### src/rtl/paicore_rx_monitor.sv
// Receive-side stream monitor: gates the SNN stream into the FIFO while receiving,
// counts beats/tlast/microseconds, and stops at a beat limit. Optional idle timeout: PAICORE_RX_TIMEOUT_EN.
module paicore_rx_monitor #(
  parameter int unsigned CLK_FREQ_MHZ = 100,
  parameter int unsigned TIMEOUT_US   = 1000
) (
  input  logic        clk,
  input  logic        rst,
  input  logic        DataPath_Reset_n,
  input  logic        rx_rcving,
  input  logic [31:0] oFrameNumMax,
  input  logic [63:0] s_axis_tdata,
  input  logic        s_axis_tvalid,
  input  logic        s_axis_tlast,
  output logic        s_axis_tready,
  output logic [63:0] m_axis_tdata,
  output logic        m_axis_tvalid,
  output logic        m_axis_tlast,
  input  logic        m_axis_tready,
  output logic        snn2fifo_plus,
  output logic        rx_done,
  output logic [31:0] data_cnt,
  output logic [31:0] tlast_cnt,
  output logic [31:0] us_tick_num,
  output logic        timeout_flag
);

  // state | meaning
  // IDLE  | stream blocked, statistics hold their last values
  // RECV  | stream passes through, beats and microseconds counted
  // DONE  | limit (or timeout) reached, stream blocked until rx_rcving drops
  typedef enum logic [1:0] {S_IDLE, S_RECV, S_DONE} state_t;

  localparam logic [9:0] PRESC_LAST = 10'(CLK_FREQ_MHZ - 1);

  state_t      state_q, state_d;
  logic        srst;
  logic        in_recv;
  logic        accept;
  logic        wrap;
  logic        limit_hit;
  logic        timeout_hit;
  logic        entry;
  logic [9:0]  presc_q;
  logic [31:0] data_next;

  // Soft reset also gates the stream combinationally so an in-flight beat is dropped.
  assign srst    = rst | ~DataPath_Reset_n;
  assign in_recv = (state_q == S_RECV) & ~srst;
  assign accept  = s_axis_tvalid & m_axis_tready & in_recv;
  assign wrap    = in_recv & (presc_q == PRESC_LAST);
  assign entry   = (state_q == S_IDLE) & rx_rcving;

  assign data_next = (accept && data_cnt != 32'hFFFF_FFFF) ? data_cnt + 32'd1 : data_cnt;
  // Compare against the post-increment count so a lowered limit fires on the next beat.
  assign limit_hit = accept & (oFrameNumMax != 32'd0) & (data_next >= oFrameNumMax);

`ifdef PAICORE_RX_TIMEOUT_EN
  logic [31:0] idle_us_q;
  logic        timeout_q;

  assign timeout_hit  = in_recv & ~accept & wrap & (data_cnt != 32'd0) &
                        (({1'b0, idle_us_q} + 33'd1) >= 33'(TIMEOUT_US));
  assign timeout_flag = timeout_q;

  always_ff @(posedge clk) begin
    if (srst || entry) begin
      idle_us_q <= '0;
      timeout_q <= 1'b0;
    end else if (in_recv) begin
      if (accept)
        idle_us_q <= '0;
      else if (wrap && data_cnt != 32'd0 && idle_us_q != 32'hFFFF_FFFF)
        idle_us_q <= idle_us_q + 32'd1;
      if (timeout_hit && state_d == S_DONE)
        timeout_q <= 1'b1;
    end
  end
`else
  assign timeout_hit  = 1'b0;
  // The parameter stays on the interface so both builds share one instantiation.
  assign timeout_flag = 1'b0 & (TIMEOUT_US != 0);
`endif

  always_ff @(posedge clk) begin
    if (srst)
      state_q <= S_IDLE;
    else
      state_q <= state_d;
  end

  always_comb begin
    state_d = state_q;
    case (state_q)
      S_IDLE: if (rx_rcving) state_d = S_RECV;
      S_RECV: begin
        if (!rx_rcving)
          state_d = S_IDLE;
        else if (limit_hit || timeout_hit)
          state_d = S_DONE;
      end
      S_DONE: if (!rx_rcving) state_d = S_IDLE;
      default: state_d = S_IDLE;
    endcase
  end

  always_comb begin
    s_axis_tready = m_axis_tready & in_recv;
    m_axis_tvalid = s_axis_tvalid & in_recv;
    m_axis_tdata  = s_axis_tdata;
    m_axis_tlast  = s_axis_tlast;
    snn2fifo_plus = accept;
  end

  always_ff @(posedge clk) begin
    if (srst) begin
      data_cnt    <= '0;
      tlast_cnt   <= '0;
      us_tick_num <= '0;
      presc_q     <= '0;
      rx_done     <= 1'b0;
    end else begin
      rx_done <= (state_d == S_DONE);
      if (entry) begin
        data_cnt    <= '0;
        tlast_cnt   <= '0;
        us_tick_num <= '0;
        presc_q     <= '0;
      end else if (in_recv) begin
        data_cnt <= data_next;
        if (accept && s_axis_tlast && tlast_cnt != 32'hFFFF_FFFF)
          tlast_cnt <= tlast_cnt + 32'd1;
        if (wrap) begin
          presc_q <= '0;
          if (us_tick_num != 32'hFFFF_FFFF)
            us_tick_num <= us_tick_num + 32'd1;
        end else begin
          presc_q <= presc_q + 10'd1;
        end
      end
    end
  end

endmodule

### config.mk
export PLATFORM = sky130hd
export DESIGN_NAME = paicore_rx_monitor
export DESIGN_NICKNAME = d
export VERILOG_FILES = /design/src/rtl/paicore_rx_monitor.sv
export SDC_FILE = /design/constraint.sdc
export NUM_CORES = 1
export LEC_CHECK = 0
export ABC_AREA = 1
export ABC_CLOCK_PERIOD_IN_PS = 5910
export CORE_ASPECT_RATIO = 1.4
export CORE_MARGIN = 10
export CORE_UTILIZATION = 52
export CTS_BUF_LIST = sky130_fd_sc_hd__clkbuf_2
export DETAILED_ROUTE_END_ITERATION = 8
export PLACE_DENSITY = 0.89
export SETUP_SLACK_MARGIN = 0.3
export SYNTH_ARGS = -nofsm -noshare
export SYNTH_HDL_FRONTEND = slang
export SYNTH_SLANG_ARGS = --single-unit
### constraint.sdc
create_clock -name clk -period 5.91 [get_ports clk]
set_input_delay 1.182 -clock clk [delete_from_list [all_inputs] [get_ports clk]]
set_output_delay 1.182 -clock clk [all_outputs]
set_load 0.005 [all_outputs]
# == Yosys cells after proc, flatten, opt, wreduce, memory -nomap -nowiden ==
# Index checks and enable logic that the tools add are counted.
# totals
register_bits,109
in_bits,103
out_inout_bits,166
word_cells,45
# op_classes
n_addsub,4
order_cmp,1
eq_ne,7
n_mux,7
n_bitwise,12
reduce_logical,8
# ops
op,n
adder 32 x 1 -> 32 bit (second input constant),3
!= test 32 bit (second input constant),3
>= comparator 32 bit,1
two-way mux 32 bit,1
nonzero test 32 bit,1
adder 10 x 1 -> 10 bit (second input constant),1
== test 10 x 7 -> 1 bit (second input constant),1
two-way mux 10 bit,1
bitwise AND 1 bit,9
two-way mux 2 bit,4
case mux 2 bit (3 select lines),1
== test 2 bit (second input constant),2
logical AND 1 bit,3
AND reduction 3 bit,1
== test 2 x 1 -> 1 bit (second input constant),1
zero test 2 bit,1
NOT 1 bit,2
AND reduction 2 bit,1
OR reduction 2 bit,1
bitwise OR 1 bit,1

# == Depth between registers and ports, before layout ==
# depth
ltp_word,13
depth_mapped,24
mapped_depth_nobuf,23

# == Least setup slack after synthesis ==
# OpenSTA, ideal clock, no wires.
# synth_timing
path_kind,input -> register
start,in DataPath_Reset_n
end,reg rx_done
setup_ns,0.070
t_arrival_ns,3.208
required_ns,5.840
slack_ns,2.633
stages,21
n_path_buf,1
cell_sequence,inv_1 > nor2_4 > nand3_4 > nor2_4 > nand2_4 > a21oi_1 > buf_2 > nand2_1 > nand2_1 > inv_1 > ha_1 > nand2_1 > nor2_1 > nand3_1 > nor2_1 > nor2_1 > nand2_1 > nand2_1 > nand2_1 > nand2_1 > a21oi_1
# synth_between
elab_chain_len,13
elab_cells_between_ends,14
classes_between,order compare: 1; eq/ne: 1; mux: 4; bitwise: 7; reduce/logical: 1
# synth_lines
item,line_no,text
"start, declared",9,"input logic DataPath_Reset_n,"
NOT 1 bit,48,assign srst = rst | ~DataPath_Reset_n;
bitwise OR 1 bit,48,
NOT 1 bit,49,assign in_recv = (state_q == S_RECV) & ~srst;
bitwise AND 1 bit,49,
bitwise AND 1 bit,50,assign accept = s_axis_tvalid & m_axis_tready & in_recv;
logical AND 1 bit,54,assign data_next = (accept && data_cnt != 32'hFFFF_FFFF) ? data_cnt + 32'd1 : data_cnt;
two-way mux 32 bit,54,
via data_next[15],45,logic [31:0] data_next;
>= comparator 32 bit,56,assign limit_hit = accept & (oFrameNumMax != 32'd0) & (data_next >= oFrameNumMax);
bitwise AND 1 bit,56,
two-way mux 2 bit,99,else if (limit_hit || timeout_hit)
two-way mux 2 bit,97,if (!rx_rcving)
case mux 2 bit (3 select lines),94,case (state_q)
== test 2 bit,123,rx_done <= (state_d == S_DONE);
"end signal, assigned",123,
"end, declared",21,"output logic rx_done,"
# The timed path passes the listed nets, and every way through them passes these cells.
# A chain may end at the register's enable or synchronous reset.

# == Final worst setup path ==
# layout_timing
start,in DataPath_Reset_n
end,out snn2fifo_plus
# layout_between
elab_chain_len,5
# layout_lines
item,line_no,text
NOT 1 bit,48,
bitwise OR 1 bit,48,
NOT 1 bit,49,
bitwise AND 1 bit,49,
bitwise AND 1 bit,50,
"end, declared",20,"output logic snn2fifo_plus,"
# Every way passes these cells.

==> out/results.ini <==
[final_layout]
final_cell_mix=nand2_1 (402), nor2_1 (179), inv_1 (175)
fillers=1481
stdcell_count=1575
nets=1512
final_common_cell=nand2_1
syn_to_final_growth_pct=13.5
drive_gt1_frac=0.0370

[placement]
dp_hpwl_mm=18.4
placed_cells=1558
post-place-ws_ps=1310
routabilityCongestion=1.01
io_buffers=139

[timing]
rsz0062_at_grt=false
fin_crit_sh=0.692
setup_viol=0
fin_setup_tns_ps=0
fin_ws_ps=1820
max_slew_margin=0.479
worst_pin_slew_ps=780
finalHoldViolations=0
fmax_mhz=245
fin_crit_ps=4090
fin_skew_ps=58.9
slew_viol_final=0

[die]
pin_count=269
die_y_um=168
start_util=0.526
die_width_um=126
core_area_um2=15500
row_count=54
die_area_um2=21200

[power]
power_mw=1.21
power.static_leakage_nw=3.78
ir_drop_v=0.000118
power-per-cell-area_nw_per_um2=131

[worst_setup_path]
cp-end-kind=output port
worst_setup_path_start_kind=input port
worst_path_max_delay_cell=clkdlybuf4s50_1
worst_ep_required_time_ps=4730
cp.arrival_ps=2910
worstPathCellList=clkdlybuf4s50_1, inv_1, nor2_4, nand3_4, nor2_4, nand2_4, inv_2, clkdlybuf4s50_1
worstPathMaxFanout=6
slowest_delay_ps=560
worstSetupPathType=in2out

[clocking]
cts_tree=done
cts.sinks=109
clk_pin_slew_ps=330
post-cts-setup-buffer-count=0
cts_buffers=9
clockBufferDepth=2
ctsHoldBuffers=0
clkLatencyLatePin_ps=620
cts.htree.levels=3
cts-resized-gates=0
root_buffer=clkbuf_2

[drt]
first_iter_violations=696
drc=0
post_drt_wl_per_cell_um=14.8
via_per_inst=5.23
firstDrtPassIters=5
final_antenna_net_count=0
via_count=8230
routed_wl_mm=23.3

[grt]
grt_pass1_vias=7985
grt_start_max_net_pins=45
grt_pass1_wl_mm=37.8
track_usage=0.211
antenna_found_initial=1
grt_overflow=0

[synthesis]
async_flop_share=0
avgSynthCellArea_um2=6.22
synth_edf_count=0
ys.warnings.count=0
synthCells=1314
synth-seq-cells=109
synthDistinctLibCells=39
synthFlopType=dfxtp_1
syn-cell-area_um2=8180
syn_nets=1453
ys_seq_area_frac=0.267

[run]
maxCapViolCount=0

[status]
status=finished, final reports clean

[min_path]
hold_class=reg2reg

==> worst max-delay path: cells and delay by family <==
kind / cells / cell delay, ps
simple gates: 4 / 500
buf+inv: 4 / 1210
==> per-layer routing <==
| metal | up-vias | wire length (um) | global-route usage |
|---|---|---|---|
| met3 | 81 | 1650 | 0.0412 |
| met4 | 0 | 1130 | 0.123 |
| met2 | 323 | 11400 | 0.369 |
| met5 | - | 0 | 0 |
| met1 | 3692 | 9210 | 0.231 |
| li1 | 4134 | - | - |
==> flip-flops by register name (all words and copies together), names as in the netlist <==
signal	cells
tlast_cnt	32
state_q	2
us_tick_num	32
presc_q	10
rx_done	1
data_cnt	32
==> where the power goes <==
| group | internal [mW] | switching [mW] | leakage [nW] | total (mW) |
|---|---|---|---|---|
| logic | 0.0364 | 0.0409 | 2.83 | 0.0773 |
| registers | 0.740 | 0.000781 | 0.878 | 0.741 |
| clock network | 0.110 | 0.285 | 0.0753 | 0.395 |
| total | 0.886 | 0.327 | 3.78 | 1.21 |
==> worst paths after layout <==
check	startpoint	endpoint	slack, ps	cells after the start
worst max-delay path	DataPath_Reset_n	snn2fifo_plus	1820	8
worst min-delay path	presc_q[9]	presc_q[9]	480	2
worst max register to register	data_cnt[0]	state_q[1]	2210	21
worst min register to register	presc_q[9]	presc_q[9]	480	2
==> Yosys cell counts (4+ instances only) <==
cell | count | area share
nand2_1 | 402 | 0.18
nor2_1 | 179 | 0.082
inv_1 | 175 | 0.080
dfxtp_1 | 109 | 0.27
a21oi_1 | 79 | 0.048
buf_4 | 68 | 0.062
xor2_1 | 48 | 0.051
nand3_1 | 39 | 0.024
ha_1 | 36 | 0.055
nor3_1 | 35 | 0.021
o21ai_0 | 24 | 0.015
nand4_1 | 23 | 0.018
buf_6 | 11 | 0.015
clkbuf_1 | 10 | 0.0046
xnor2_1 | 10 | 0.011
inv_2 | 6 | 0.0028
nor4_1 | 6 | 0.0046
buf_2 | 5 | 0.0031
nand2_2 | 5 | 0.0038
nand3b_1 | 5 | 0.0046
nor3_2 | 5 | 0.0061
o21ai_1 | 5 | 0.0031
and3_1 | 4 | 0.0031
nor2_4 | 4 | 0.0055
==> metrics by stage <==
stage               hold slack [ps]  instance area (um^2)   util
global route                    495                  9290  0.598
finish                          484                  9290  0.598
CTS                             484                  9280  0.597
global placement                453                  9150  0.588
detailed placement              457                  9150  0.588
floorplan                       438                  8180      -
==> kinds of logic (layout without fill, tap and decap cells) <==
| kind of cell | after synthesis | after routing | synth area share |
|---|---|---|---|
| AO/OA/AOI/OAI | 115 | 115 | 0.0725 |
| XOR/XNOR | 59 | 59 | 0.0641 |
| adder cells (fa/ha/maj) | 36 | 36 | 0.0551 |
| buffers and inverters | 275 | 339 | 0.168 |
| flip-flops | 109 | 109 | 0.267 |
| other | 1 | 2 | 0.000458 |
| AND/OR/NAND/NOR | 719 | 719 | 0.373 |
==> cell type report <==
type / instances / area, um^2 / share of cell area
multi-input combinational: 930 / 4620 / 0.498
tap: 196 / 245 / 0.0264
sequential: 109 / 2180 / 0.235
antenna: 1 / 2.50 / 0.000270
inverter: 181 / 679 / 0.0732
clock inverter: 7 / 92.6 / 0.00997
clock buffer: 9 / 45.0 / 0.00485
timing repair buffer: 142 / 1410 / 0.152
Note: power is estimated with default switching activity, not from simulation.
